==> src/rtl/frequency_analyzer_sequencer.sv <==
// Drives one frequency_analyzer through repeated clear/measure windows and hands
// each window's f0/f1 totals plus an F0/F1/none decision to the host via valid/ack.
module frequency_analyzer_sequencer #(
   parameter int unsigned WINDOW_TICKS = 500000,
   parameter int unsigned CLEAR_TICKS  = 2,
   parameter int unsigned MIN_COUNT    = 1000,
   parameter bit          CONTINUOUS   = 1'b1
) (
   input  logic        clock,
   input  logic        clear,
   input  logic        start,
   input  logic        stop,
   input  logic [31:0] f0_value,
   input  logic [31:0] f1_value,
   input  logic        result_ack,
   output logic        analyzer_enable,
   output logic        analyzer_clear,
   output logic [31:0] result_f0,
   output logic [31:0] result_f1,
   output logic [1:0]  decision,
   output logic        result_valid,
   output logic        overrun,
   output logic        busy,
   output logic [15:0] window_count
);

   localparam int unsigned CNT_MAX = (WINDOW_TICKS > CLEAR_TICKS) ? WINDOW_TICKS : CLEAR_TICKS;
   localparam int CNT_W = (CNT_MAX > 1) ? $clog2(CNT_MAX) : 1;
   localparam logic [CNT_W-1:0] WIN_LOAD = CNT_W'(WINDOW_TICKS - 1);
   localparam logic [CNT_W-1:0] CLR_LOAD = CNT_W'(CLEAR_TICKS - 1);

   typedef enum logic [2:0] {
      IDLE,
      CLR,
      MEAS,
      SETTLE,
      CAPT
   } state_t;

   state_t           state_q;
   logic [CNT_W-1:0] cnt_q;
   logic             enable_q;
   logic             clearN_q;
   logic [31:0]      resultF0_q;
   logic [31:0]      resultF1_q;
   logic [1:0]       decision_q;
   logic             valid_q;
   logic             overrun_q;
   logic             busy_q;
   logic [15:0]      windowCount_q;

   logic [31:0]      maxVal_d;
   logic [1:0]       decision_d;

   // Classify the values currently presented by the analyzer; only latched in CAPT.
   always_comb begin
      maxVal_d   = (f0_value > f1_value) ? f0_value : f1_value;
      decision_d = 2'd0;
      if (maxVal_d >= 32'(MIN_COUNT)) begin
         if (f0_value > f1_value)
            decision_d = 2'd1;
         else if (f1_value > f0_value)
            decision_d = 2'd2;
      end
   end

   // Window sequencer; enable/clear are registered alongside the state they belong to.
   always_ff @(posedge clock or negedge clear) begin
      if (!clear) begin
         state_q       <= IDLE;
         cnt_q         <= '0;
         enable_q      <= 1'b0;
         clearN_q      <= 1'b0;
         resultF0_q    <= '0;
         resultF1_q    <= '0;
         decision_q    <= 2'd0;
         valid_q       <= 1'b0;
         overrun_q     <= 1'b0;
         busy_q        <= 1'b0;
         windowCount_q <= '0;
      end else begin
         if (valid_q && result_ack)
            valid_q <= 1'b0;
         case (state_q)
            IDLE: begin
               if (start && !stop) begin
                  overrun_q <= 1'b0;
                  state_q   <= CLR;
                  cnt_q     <= CLR_LOAD;
                  busy_q    <= 1'b1;
               end
            end
            CLR, MEAS, SETTLE: begin
               if (stop) begin
                  state_q  <= IDLE;
                  enable_q <= 1'b0;
                  clearN_q <= 1'b0;
                  busy_q   <= 1'b0;
               end else if (state_q == SETTLE) begin
                  state_q <= CAPT;
               end else if (cnt_q != '0) begin
                  cnt_q <= cnt_q - 1'b1;
               end else if (state_q == CLR) begin
                  state_q  <= MEAS;
                  cnt_q    <= WIN_LOAD;
                  enable_q <= 1'b1;
                  clearN_q <= 1'b1;
               end else begin
                  state_q  <= SETTLE;
                  enable_q <= 1'b0;
               end
            end
            CAPT: begin
               resultF0_q    <= f0_value;
               resultF1_q    <= f1_value;
               decision_q    <= decision_d;
               valid_q       <= 1'b1;
               windowCount_q <= windowCount_q + 16'd1;
               if (valid_q && !result_ack)
                  overrun_q <= 1'b1;
               // A stop arriving during capture still lets the capture land.
               clearN_q <= 1'b0;
               if (CONTINUOUS && !stop) begin
                  state_q <= CLR;
                  cnt_q   <= CLR_LOAD;
               end else begin
                  state_q <= IDLE;
                  busy_q  <= 1'b0;
               end
            end
            default: begin
               state_q  <= IDLE;
               enable_q <= 1'b0;
               clearN_q <= 1'b0;
               busy_q   <= 1'b0;
            end
         endcase
      end
   end

   assign analyzer_enable = enable_q;
   assign analyzer_clear  = clearN_q;
   assign result_f0       = resultF0_q;
   assign result_f1       = resultF1_q;
   assign decision        = decision_q;
   assign result_valid    = valid_q;
   assign overrun         = overrun_q;
   assign busy            = busy_q;
   assign window_count    = windowCount_q;

endmodule

==> config.mk <==
export PLATFORM = sky130hd
export DESIGN_NAME = frequency_analyzer_sequencer
export DESIGN_NICKNAME = d
export VERILOG_FILES = /design/src/rtl/frequency_analyzer_sequencer.sv
export SDC_FILE = /design/constraint.sdc
export NUM_CORES = 1
export LEC_CHECK = 0
export ABC_AREA = 0
export BUFFER_PORTS_ARGS = -buffer_cell sky130_fd_sc_hd__clkbuf_2
export CELL_PAD_IN_SITES_DETAIL_PLACEMENT = 1
export CELL_PAD_IN_SITES_GLOBAL_PLACEMENT = 1
export CORE_AREA = 3 3 147 135
export DETAILED_ROUTE_END_ITERATION = 10
export DIE_AREA = 0 0 150 138
export HOLD_SLACK_MARGIN = 0.03
export PLACE_DENSITY = 0.77
export SETUP_SLACK_MARGIN = 0.15
export SLEW_MARGIN = 0
export SYNTH_ARGS = -nofsm -noshare
export SYNTH_HDL_FRONTEND = slang
export SYNTH_SLANG_ARGS = --single-unit
==> constraint.sdc <==
create_clock -name clock -period 2.65 [get_ports clock]
set_clock_uncertainty 0.2 [all_clocks]
set_input_delay 0.265 -clock clock [delete_from_list [all_inputs] [get_ports clock]]
set_output_delay 0.265 -clock clock [all_outputs]
set_load 0.02 [all_outputs]
# Word-level counts from Yosys, hierarchy flattened
# Cells that the tools add are included.
# totals
inputBits	69
wordCells	88
ff_bits	109
# op_classes
addsub	2
bitwise_logic	2
eq_ne	15
n_lt_le_gt_ge	3
reduce_logical	19
muxes	36
# op_table
operator	count
2-to-1 mux 19 bit	6
greater-than comparator 32 bit	2
one-hot mux 19 bit (3 select lines)	1
greater-or-equal comparator 32 x 10 -> 1 bit (second input constant)	1
2-to-1 mux 32 bit	1
nonzero test 19 bit	1
subtractor 19 x 1 -> 19 bit (second input constant)	1
adder 16 x 1 -> 16 bit (second input constant)	1
2-to-1 mux 1 bit	16
2-to-1 mux 3 bit	4
inequality test 3 bit (second input constant)	4
inequality test 2 bit (second input constant)	5
one-hot mux 3 bit (3 select lines)	1
one-hot mux 1 bit (2 select lines)	4
== test 3 x 2 -> 1 bit (second input constant)	2
2-to-1 mux 2 bit	3
AND reduction 3 bit	2
AND reduction 6 bit	1
inequality test 4 bit (second input constant)	1
AND reduction 2 bit	2
AND reduction 4 bit	1
nonzero test 2 bit	2
OR reduction 4 bit	1
== test 3 x 1 -> 1 bit (second input constant)	1
other kinds (9)	13

# Depth between registers and ports, before layout
# Gate-level depths: netlist of run 1.
# depth
ltp_word	6
depth_mapped	10

# Least setup slack after synthesis of run 1
# No wires, ideal clock.
# synth_path
path_type	register -> register
from	register cnt_q[0]
to	register cnt_q[12]
period_less_slack_ns	2.523
setup_ns	0.127
t_arrival_ns	2.196
setup_slack_ns	0.127
path_stages_with_launch	9
path_cell_list	dfrtp_1 inv_1 ha_1 or3b_4 or4_4 or4_4 nor3_2 or2b_1 a31oi_1
# synth_between
elab_chain_cells	5
word_cells_on_any_way	8
# synth_rtl
element	line	rtl
start: declaration	41	logic [CNT_W-1:0] cnt_q;
start signal: assignment	102	cnt_q <= cnt_q - 1'b1;
subtractor 19 x 1 -> 19 bit / nonzero test 19 bit (equally long branches)	102, 101	
2-to-1 mux 19 bit	101	end else if (cnt_q != '0) begin
2-to-1 mux 19 bit	99	end else if (state_q == SETTLE) begin
2-to-1 mux 19 bit	94	if (stop) begin
one-hot mux 19 bit (3 select lines)	84	case (state_q)
# Parallel ways exist; a longest one is shown, timed or not. The select of a mux whose other input is x is not followed.
# A chain may end at the register's enable or synchronous reset.

# Final worst setup path of run 1
# layout_path
from	register cnt_q[1]
to	register cnt_q[12]
# The elaborated chain is that of the path after synthesis.

==> impl_results.md, run 1 <==
* DRT iter0 DRCs at 147
* PD cells at between 900 and 1000 mW/mm^2
* TritonCTS Buffers at 9
* GPL Wtd Cong at around 0.8
* Multi-input logic area at approximately 0.0026 sq mm
* DP HPWL at around 13000 um
* Clock slew seen by the registers of the worst setup and hold paths at about 0.08 ns
* FF-to-FF Start: cnt_q[1]
* CP required at 2.67 ns
* Row count at 47
* Post-synthesis sequential area ratio at between 40 and 50%
* Min-delay worst type: in -> reg
* Die width at roughly 150 um
* Die Ht at between 100 and 150 um
* Worst-Margin Slew at between 0.5 and 0.6 ns
* Period utilization at a little over nine tenths
* Syn nets at 714
* Via Count at about 5.4k
* Crit path cell chain: inv_2 > ha_4 > or3b_4 > or4_4 > or4_4 > nor3_4 > or2b_1 > a31oi_1
* Top layer in use: met4
* Most common cell type on the critical path: or4_4
* CP Launch Type: flop
* Status: completed
* Combinational Power Share at about two fifths
* Setup-failing EPs final at 0
* Boundary Pins at 156
* Global-route wire length before repair at roughly 31000 um
* CTS max path bufs at 2
* Crit path DAT at 2.60 ns
* Starting density of the core at 30.1%
* Primary FF master, synth: dfrtp_1
* Nets at 954
* Synth Area in Compound Gates at between 10% and 20%
* Critical path buffer and inverter count at 1
* Seq pwr share at between 30% and 40%
* Die area at between 0.02 and 0.025 sq mm
* RSZ-0062 raised after global routing: true
* CP max stage delay at between 0.4 and 0.5 ns
* Lkg Pwr at between 3 and 4 nW
* Fin. max-slew vios at 0
* DR vias/cell at approximately 4.9
* Post-synthesis adder-cell area fraction at 7.71%
* Mapped Area at between 0.005 and 0.006 sq mm
* Total power at between 7 and 8 mW
* Worst hold stages at 4
* # diodes at 0
* Antenna-violating nets left at 0
* Critical Path Stages at 8
* WL per Instance at 17.3 um
* Drt first pass iters at 4
* Synth warnings at 0
* Clock latency on the worst-skew pair at approximately 0.36 ns
* Yosys cell types at 57
* Max Cap Violations at 0
* Sw Ratio at approximately 42%
* Post-synth EDFFs at 0
* Total GRT Usage at 18.7%
* Final worst slack at 0.0740 ns
* CP Capture Type: flop
* Fillcell total at about 2.2k
* Vias in the first global route at between 5k and 6k
* Main combinational cell family by area after synthesis: simple AND/OR/NAND/NOR gates
* Yosys reg bits at 109
* CP max FO at 4
* Critical-path top delay cell: or4_4
* Largest net degree at the start of global routing at 105
* Reg area at approximately 0.0027 sq mm
* Sw power at 3.00 mW
* Clk root buf: clkbuf_16
* Clock H-tree levels at 3
* Peak supply drop at approximately 0.38 mV
* Layout cells sized above 1 at between 20% and 30%
* Max transition margin at approximately three fifths
* R2R depth at 8
* Final core utilization at 42.7%
* Area growth syn-to-layout at 42.1%
* Post-route met1 wirelength at ~8000 um
* Total negative slack at 0 ns
* Mux cell area share after synthesis at less than 1%
* Hold wc startpoint: start
* Highest clock rate at ~390 MHz
* Power Internal at around 4.1 mW
* Pre-CTS setup slack at 0.00153 ns
* Async S/R FF share, synth at 100%
* Clock sink total at roughly 110
* Simple-gate portion of the synthesized area at between 20% and 30%
* Global route overflow at 0
* Cell family with most CP delay: simple AND/OR/NAND/NOR gates
* Core outline area at about 0.018 sq mm
* Worst r2r dst: cnt_q[12]
* Worst Hold Path EP: overrun
* Reg2reg setup slack at about 0.074 ns
* Antenna violations before repair at 0
* Routed length on met3 at 1170 um
* Avg Inst Size Synth at between 9 and 10 sq um
* CTS tree: done
* Post-route minimum period at 2.58 ns
* XOR/XNOR Fraction of Synth Area at 2.38%
* DR WL met2 at roughly 9700 um
* Critical path type: reg -> reg
* WL final at roughly 19000 um
* Post-Synthesis Cells at approximately 610
* Drt drc at 0
* Clock share of power at roughly a fifth
* Final Hold Fails at 0
* Port Buf Inserts at between 150 and 200
==> through the flow <==
stage | std cells | cell area [sq um] | hold WS [ns]
2_1_floorplan | 611 | 5520 | -0.231
6_report | 1101 | 7840 | 0.0626
3_3_place_gp | 1013 | 6720 | 0.0993
5_1_grt | 1101 | 7840 | 0.0636
4_1_cts | 1099 | 7750 | 0.0467
3_5_place_dp | 1013 | 6720 | 0.100
==> final cells by class <==
class | count | share of cell area, %
clock buffers | 9 | 2.87
flip-flops and latches | 109 | 34.8
well taps | 245 | 3.91
clock inverters | 7 | 1.18
repair buffers | 253 | 21.8
inverters | 40 | 1.92
multi-input cells | 438 | 33.5
==> state kept, by name (all words and copies together) (netlist names) <==
register / cells
cnt_q: 19
result_f0: 32
state_q: 3
result_f1: 32
decision: 2
busy: 1
result_valid: 1
analyzer_clear: 1
window_count: 16
overrun: 1
analyzer_enable: 1
==> placed cells by master (no fill, tap or decap), drive strengths merged, types with 3 or more instances in the layout <==
cell | netlist | final
clkbuf | 19 | 163
nand2 | 159 | 159
dfrtp | 109 | 109
dlygate4sd3 | 0 | 67
o21ai | 54 | 54
inv | 40 | 43
ha | 34 | 34
buf | 5 | 32
a21oi | 29 | 29
nor2 | 24 | 24
nor4 | 16 | 16
nor3 | 15 | 15
nand4 | 14 | 14
nand3 | 13 | 13
xnor2 | 12 | 12
or4 | 8 | 8
a31oi | 6 | 6
o31ai | 4 | 4
o211ai | 3 | 3
nor2b | 3 | 3
and3 | 3 | 3
xor2 | 3 | 3
a21o | 3 | 3
clkinv | 0 | 3
==> cell usage after synthesis, drive strengths merged, types with 3 or more instances <==
master / n / area [sq um]
a21oi: 29 / 149
buf: 5 / 42.5
inv: 40 / 150
o31ai: 4 / 30.0
nor4: 16 / 106
and3: 3 / 18.8
dfrtp: 109 / 2730
o21ai: 54 / 270
xnor2: 12 / 105
o211ai: 3 / 22.5
nor2b: 3 / 18.8
nand4: 14 / 87.6
clkbuf: 19 / 71.3
nor2: 24 / 90.1
a21o: 3 / 30.0
nand2: 159 / 597
a31oi: 6 / 37.5
or4: 8 / 67.6
ha: 34 / 425
nand3: 13 / 65.1
nor3: 15 / 95.1
xor2: 3 / 26.3
==> routing by layer <==
layer	vias to the layer above	GRT usage, %
met1	2677	23.9
met4	0	3.85
met5	-	0
met2	119	31.6
li1	2597	-
met3	18	5.60
==> power groups by stage <==
stage | Combinational (mW) | Sequential [mW] | Clock (mW)
after floorplan | 1.08 | 3.17 | 0
after global placement | 2.62 | 2.67 | 0
after detailed placement | 2.71 | 2.68 | 0
after CTS | 2.84 | 2.67 | 1.52
after global routing | 3.28 | 2.77 | 1.58
final | 2.98 | 2.69 | 1.46
==> worst max-delay path by stage <==
stage	slack [ns]	start	endpoint
2_1_floorplan	0.13	cnt_q[0]	cnt_q[12]
3_3_place_gp	0.04	f0_value[9]	decision[1]
3_5_place_dp	0.002	cnt_q[1]	cnt_q[12]
4_1_cts	0.06	cnt_q[0]	cnt_q[12]
5_1_grt	-0.01	cnt_q[1]	cnt_q[12]
6_report	0.07	cnt_q[1]	cnt_q[12]
==> what timing repair did <==
item,4_1_cts,5_1_grt
pin swaps,0,1
gates resized for setup,4,18
setup buffers,3,2
hold buffers,67,0
hold endpoints to repair,107,0
setup endpoints to repair,13,22
==> logic make-up after synthesis <==
| logic type | after synthesis |
|---|---|
| fa+ha+maj | 34 |
| mux | 1 |
| compound gates | 120 |
| buf+inv | 64 |
| xor+xnor | 15 |
| flops | 109 |
| simple gates | 268 |
==> worst register-to-register path: cells and delay by family, from the launching register on <==
family / cells / cell delay (ns)
fa+ha+maj: 1 / 0.13
buf+inv: 1 / 0.08
simple gates: 5 / 1.57
flops: 1 / 0.40
compound gates: 1 / 0.08
Power figures use the tool's default switching activity.
==> inputs of run 2 (changes only) <==
Settings changed: BUFFER_PORTS_ARGS -buffer_cell sky130_fd_sc_hd__clkbuf_2 to not set, DONT_BUFFER_PORTS set to 1, PLACE_DENSITY 0.77 to 0.67.
==> run 2 against run 1 <==
  * The run now ends with negative hold slack left
  * Design area fell by 12%
  * First-iteration DRC count stayed put
  * Total power down 11%
  * Die area unchanged
  * Global-route usage shrank 1.5 points
  * Core utilization is 5.0 points lower
  * Sequential power rose by 25%
  * Combinational power decreased by 46%
  * Critical endpoint unchanged
  * Largest power group is now registers
  * Highest routed layer unchanged
==> impl_results.md, run 2 (synthesis gave the netlist of run 1 again) <==
* Status: complete, but fails checks
* Failing checks: negative hold slack
* Critical path type: reg -> reg
* Critical-path top delay cell: or4_4
* Clock sink total at between 100 and 150
* Fin Hold WS at -0.601 ns
* Port Buf Inserts at 0
* Pre-CTS setup slack at -0.0424 ns
* Hold Buf Count CTS at between 60 and 70
* DP HPWL at between 10000 and 15000 um
* Clk root buf: clkbuf_16
* Dpl cells at between 800 and 900
* WL per Instance at about 19 um
* Crit path cell chain: inv_2 > ha_4 > or3b_4 > or4_4 > or4_4 > nor3_4 > or2b_1 > a31oi_1
* Highest clock rate at ~400 MHz
* Critical path buffer and inverter count at 1
* Final cell count without fillers at slightly above 900
* Dpl cell area at ~0.0058 sq mm
* Max transition margin at 60.5%
* Row count at 47
* Total GRT Usage at 17.2%
* Die area at a little over 0.02 sq mm
* DR vias/cell at around 5.1
* Die width at around 150 um
* CP max stage delay at around 0.46 ns
* Lkg Pwr at between 3 and 4 nW
* Commonest non-fill, non-tap cell in the layout: nand2_1
* Final worst slack at roughly 0.092 ns
* Global route overflow at 0
* Fin. max-slew vios at 0
* # diodes at 0
* Setup-failing EPs final at 0
* End of the critical path: cnt_q[12]
* Drt first pass iters at 4
* Boundary Pins at between 150 and 200
* Vias in the first global route at around 5.1k
* CP Launch Type: flop
* Reg2reg setup slack at between 0.09 and 0.1 ns
* Total negative slack at 0 ns
* Layout cells sized above 1 at between 8 and 9%
* Max Cap Violations at 0
* Most common cell type on the critical path: or4_4
* GPL Wtd Cong at around 0.8
* Most frequent cells in the layout: 158 x nand2_1, 109 x dfrtp_1, 67 x dlygate4sd3_1, 42 x o21ai_0, 38 x inv_1
* RSZ-0062 raised after global routing: true
* Area growth syn-to-layout at 25.3%
* Nets at a little under 800
* Period utilization at between 90 and 100%
* Clock slew seen by the registers of the worst setup and hold paths at ~0.08 ns
* Peak supply drop at about 0.45 mV
* Final core utilization at between 30 and 40%
* Largest net degree at the start of global routing at 110
* Critical path startpoint: cnt_q[1]
* Crit path DAT at 2.58 ns
* CP required at approximately 2.7 ns
* Antenna violations before repair at 0
* CP max FO at 4
* Starting density of the core at a little under a third
* PD cells at roughly 920 mW/mm^2
* Worst-Margin Slew at about 0.59 ns
* Min-delay worst type: in -> async
* Post-route minimum period at between 2 and 3 ns
* CTS tree: done
* Drt drc at 0
* Clock latency on the worst-skew pair at between 0.3 and 0.4 ns
* Antenna-violating nets left at 0
* Clock H-tree levels at 3
* Core outline area at between 0.015 and 0.02 sq mm
* TritonCTS Buffers at 9
* Worst r2r dst: cnt_q[12]
* Via Count at 4764
* Critical Path Stages at 8
* Final Hold Fails at roughly 110
* DRT iter0 DRCs at about 150
* Global-route wire length before repair at around 28000 um
* CTS max path bufs at 2
* Cell family with most CP delay: simple AND/OR/NAND/NOR gates
* Total power at ~6.4 mW
* Die Ht at between 100 and 150 um
* Design area at ~0.0069 sq mm
* R2R depth at 8
* WL final at about 18000 um
* FF-to-FF Start: cnt_q[1]
* CP Capture Type: flop
-- run 2: changes by cell type in the layout (fill, tap and decap cells not counted), sizes merged --
cell	change
bufinv	-1
clkbuf	-154
clkinv	-1
buf	-12
inv	+2
-- run 2: worst min path at each step --
stage	from	endpoint	slack (ns)	cells after the start
after floorplan	clear	analyzer_clear	-0.23	0
after global placement	clear	overrun	-0.22	0
after detailed placement	clear	analyzer_enable	-0.22	0
after CTS	clear	result_f0[0]	-0.62	0
after global routing	clear	cnt_q[0]	-0.63	0
final	clear	cnt_q[9]	-0.60	0
-- run 2: worst reg2reg max path: stages (launching register included) --
cell,delay [ns]
dfrtp_1,0.40
inv_2,0.08
ha_4,0.14
or3b_4,0.39
or4_4,0.42
or4_4,0.46
nor3_4,0.14
or2b_1,0.12
a31oi_1,0.07
-- run 2: what timing repair did --
item / CTS / global route
endpoints found under the setup margin: 20 / 19
endpoints found under the hold margin: 181 / 109
resized for setup: 8 / 7
setup buffers: 3 / 2
-- run 2: final cells by class --
class,instances,area [sq um]
Multi-Input combinational cell,438,2600
Inverter,40,150
Fill cell,2114,11400
Timing Repair Buffer,87,833
Tap cell,245,307
Sequential cell,109,2730
Clock inverter,7,73.8
Clock buffer,9,225
-- run 2: report_power, final --
part	internal, mW	switching [mW]	total, mW	leakage, nW
clock	0.674	0.718	1.39	0.148
sequential	2.23	1.13	3.36	1.21
combinational	0.740	0.883	1.62	1.83
-- run 2: per-layer routing --
metal	wire [um]	part of all wire [%]	GRT usage [%]	vias up
li1	-	-	-	2252
met1	7350	41	20.5	2383
met2	8820	50	29.3	108
met3	1260	7.1	6.02	21
met4	294	1.7	5.20	0
met5	0	0	0	-
==> inputs of run 3 (changes only) <==
Settings changed: CELL_PAD_IN_SITES_GLOBAL_PLACEMENT 1 to 2, PLACE_DENSITY 0.67 to 0.79.
==> run 3 against run 2 <==
  * The run still ends with negative hold slack left
  * Final cell count rose by 0.75%
  * Non-clock buffer count increased by 7
  * Register-to-register slack about the same
  * Clock power fell by 4%
  * Critical path depth did not move
  * Sequential power about the same
  * Hold slack better by 0.0025 ns
  * Via count rose by 1.4%
  * Setup slack got worse by 0.015 ns
  * Clock-buffer cell count rose by 2
  * First-iteration DRC count up 53%
  * Highest routed layer unchanged
==> impl_results.md, run 3 (synthesis gave the netlist of run 1 again) <==
* Lkg Pwr at between 3 and 4 nW
* Most common cell type on the critical path: or4_4
* WL final at around 19000 um
* Design area at 0.00709 sq mm
* Layout cells sized above 1 at between 10% and 20%
* Vias in the first global route at about 5.3k
* DRT iter0 DRCs at 225
* Port Buf Inserts at 0
* Crit path cell chain: inv_2 > ha_4 > or3b_4 > or4_4 > or4_4 > nor3_4 > or2b_1 > a31oi_1
* CP Launch Type: flop
* Reg area at about 0.0027 sq mm
* Sw Ratio at between 40% and 50%
* Peak supply drop at slightly above 0.5 mV
* Largest net degree at the start of global routing at 110
* Hold Buf Count CTS at 67
* Seq pwr share at between 50 and 60%
* Combinational Power Share at 28.7%
* Starting density of the core at 30.1%
* DP HPWL at 12800 um
* DR vias/cell at about 5.1
* Clk root buf: clkbuf_16
* Antenna violations before repair at 0
* Fin Hold WS at -0.599 ns
* Drt drc at 0
* WL per Instance at a little under 20 um
* Drt first pass iters at 4
* Post-route minimum period at about 2.6 ns
* Boundary Pins at approximately 160
* Die area at a little over 0.02 sq mm
* Nets at between 700 and 800
* Global-route wire length before repair at roughly 30000 um
* Clock slew seen by the registers of the worst setup and hold paths at about 0.08 ns
* CP required at 2.68 ns
* Area growth syn-to-layout at 28.5%
* Via Count at around 4.8k
* TritonCTS Buffers at 9
* Dpl cell area at 0.00587 sq mm
* Final Hold Fails at ~110
* Max transition margin at 51.1%
* CTS max path bufs at 2
* Most frequent cells in the layout: 157 x nand2_1, 109 x dfrtp_1, 67 x dlygate4sd3_1, 42 x o21ai_0, 38 x inv_1
* Commonest non-fill, non-tap cell in the layout: nand2_1
* Min-delay worst type: in -> async
* Row count at 47
* Core outline area at around 0.018 sq mm
* Total GRT Usage at a little under a fifth
* Clock latency on the worst-skew pair at approximately 0.36 ns
* Fillcell total at roughly 2.1k
* Setup-failing EPs final at 0
* Power Internal at roughly 3.8 mW
* Critical path buffer and inverter count at 1
* Highest clock rate at approximately 400 MHz
* RSZ-0062 raised after global routing: true
* Clock share of power at between 20% and 30%
* Crit path DAT at 2.61 ns
* # diodes at 0
* Clock sink total at roughly 110
* Worst-Margin Slew at ~0.73 ns
* CP max FO at 3
* CP Capture Type: flop
* Status: complete, but fails checks
* Critical path type: reg -> reg
* PD cells at 931 mW/mm^2
* Antenna-violating nets left at 0
* Fin. max-slew vios at 0
* Die width at ~150 um
* Total power at 6.60 mW
* Critical-path top delay cell: or4_4
* Global route overflow at 0
* Max Cap Violations at 0
* Cell family with most CP delay: simple AND/OR/NAND/NOR gates
* Final core utilization at 38.6%
* CTS tree: done
* Period utilization at a little over nine tenths
* CP max stage delay at approximately 0.47 ns
* Clock H-tree levels at 3
* Die Ht at 138 um
* Failing checks: negative hold slack
* GPL Wtd Cong at 0.815
* Multi-input logic area at approximately 0.0027 sq mm
* Sw power at roughly 2.8 mW
[run 3: path summary, 6_finish.rpt]
kind	from	endpoint	slack, ns	cells past startpoint
worst max register to register	cnt_q[1]	cnt_q[12]	0.08	8
min in group clock	start	state_q[0]	0.05	3
max in group asynchronous	clear	result_f0[19]	2.65	0
worst max-delay path	cnt_q[1]	cnt_q[12]	0.08	8
worst min register to register	cnt_q[12]	cnt_q[12]	0.28	1
worst min-delay path	clear	cnt_q[10]	-0.60	0
[run 3: metal layers]
metal | vias to the layer above | global-route usage (%) | routed length, um
li1 | 2264 | - | -
met5 | - | 0 | 0
met4 | 0 | 3.85 | 245
met3 | 17 | 6.64 | 1350
met1 | 2420 | 22.2 | 7650
met2 | 131 | 30.9 | 9360
[run 3: cell type report]
type | instances | area share, %
Clock inverter | 5 | 0.494
Tap cell | 245 | 4.33
Timing Repair Buffer | 94 | 13.0
Sequential cell | 109 | 38.5
Clock buffer | 11 | 3.43
Inverter | 40 | 2.12
Multi-Input combinational cell | 438 | 38.2
[run 3: worst register-to-register path, cell delays in order, from the launching register on]
cell	delay (ns)
dfrtp_1	0.40
inv_2	0.09
ha_4	0.12
or3b_4	0.38
or4_4	0.44
or4_4	0.47
nor3_4	0.15
or2b_1	0.12
a31oi_1	0.08
[run 3: power by group through the flow]
stage / logic [mW] / registers, mW / clock network [mW]
6_report: 1.89 / 3.38 / 1.33
5_1_grt: 2.13 / 3.47 / 1.44
4_1_cts: 1.67 / 3.38 / 1.37
3_5_place_dp: 1.45 / 3.38 / 0
3_3_place_gp: 1.35 / 3.36 / 0
2_1_floorplan: 1.08 / 3.17 / 0
[run 3: through the flow]
stage	worst slack [ns]	TNS, ns	cells
after global placement	0.104	0	848
after CTS	0.0651	0	938
final	0.0769	0	942
after floorplan	0.130	0	611
after detailed placement	-0.0236	-0.0236	848
after global routing	-0.0225	-0.0393	942
[run 3: timing repair]
action	CTS	global route
pin swaps	4	20
setup buffers	7	4
gates cloned	0	0
hold endpoints to repair	181	109
setup endpoints to repair	6	27
resized for setup	11	30
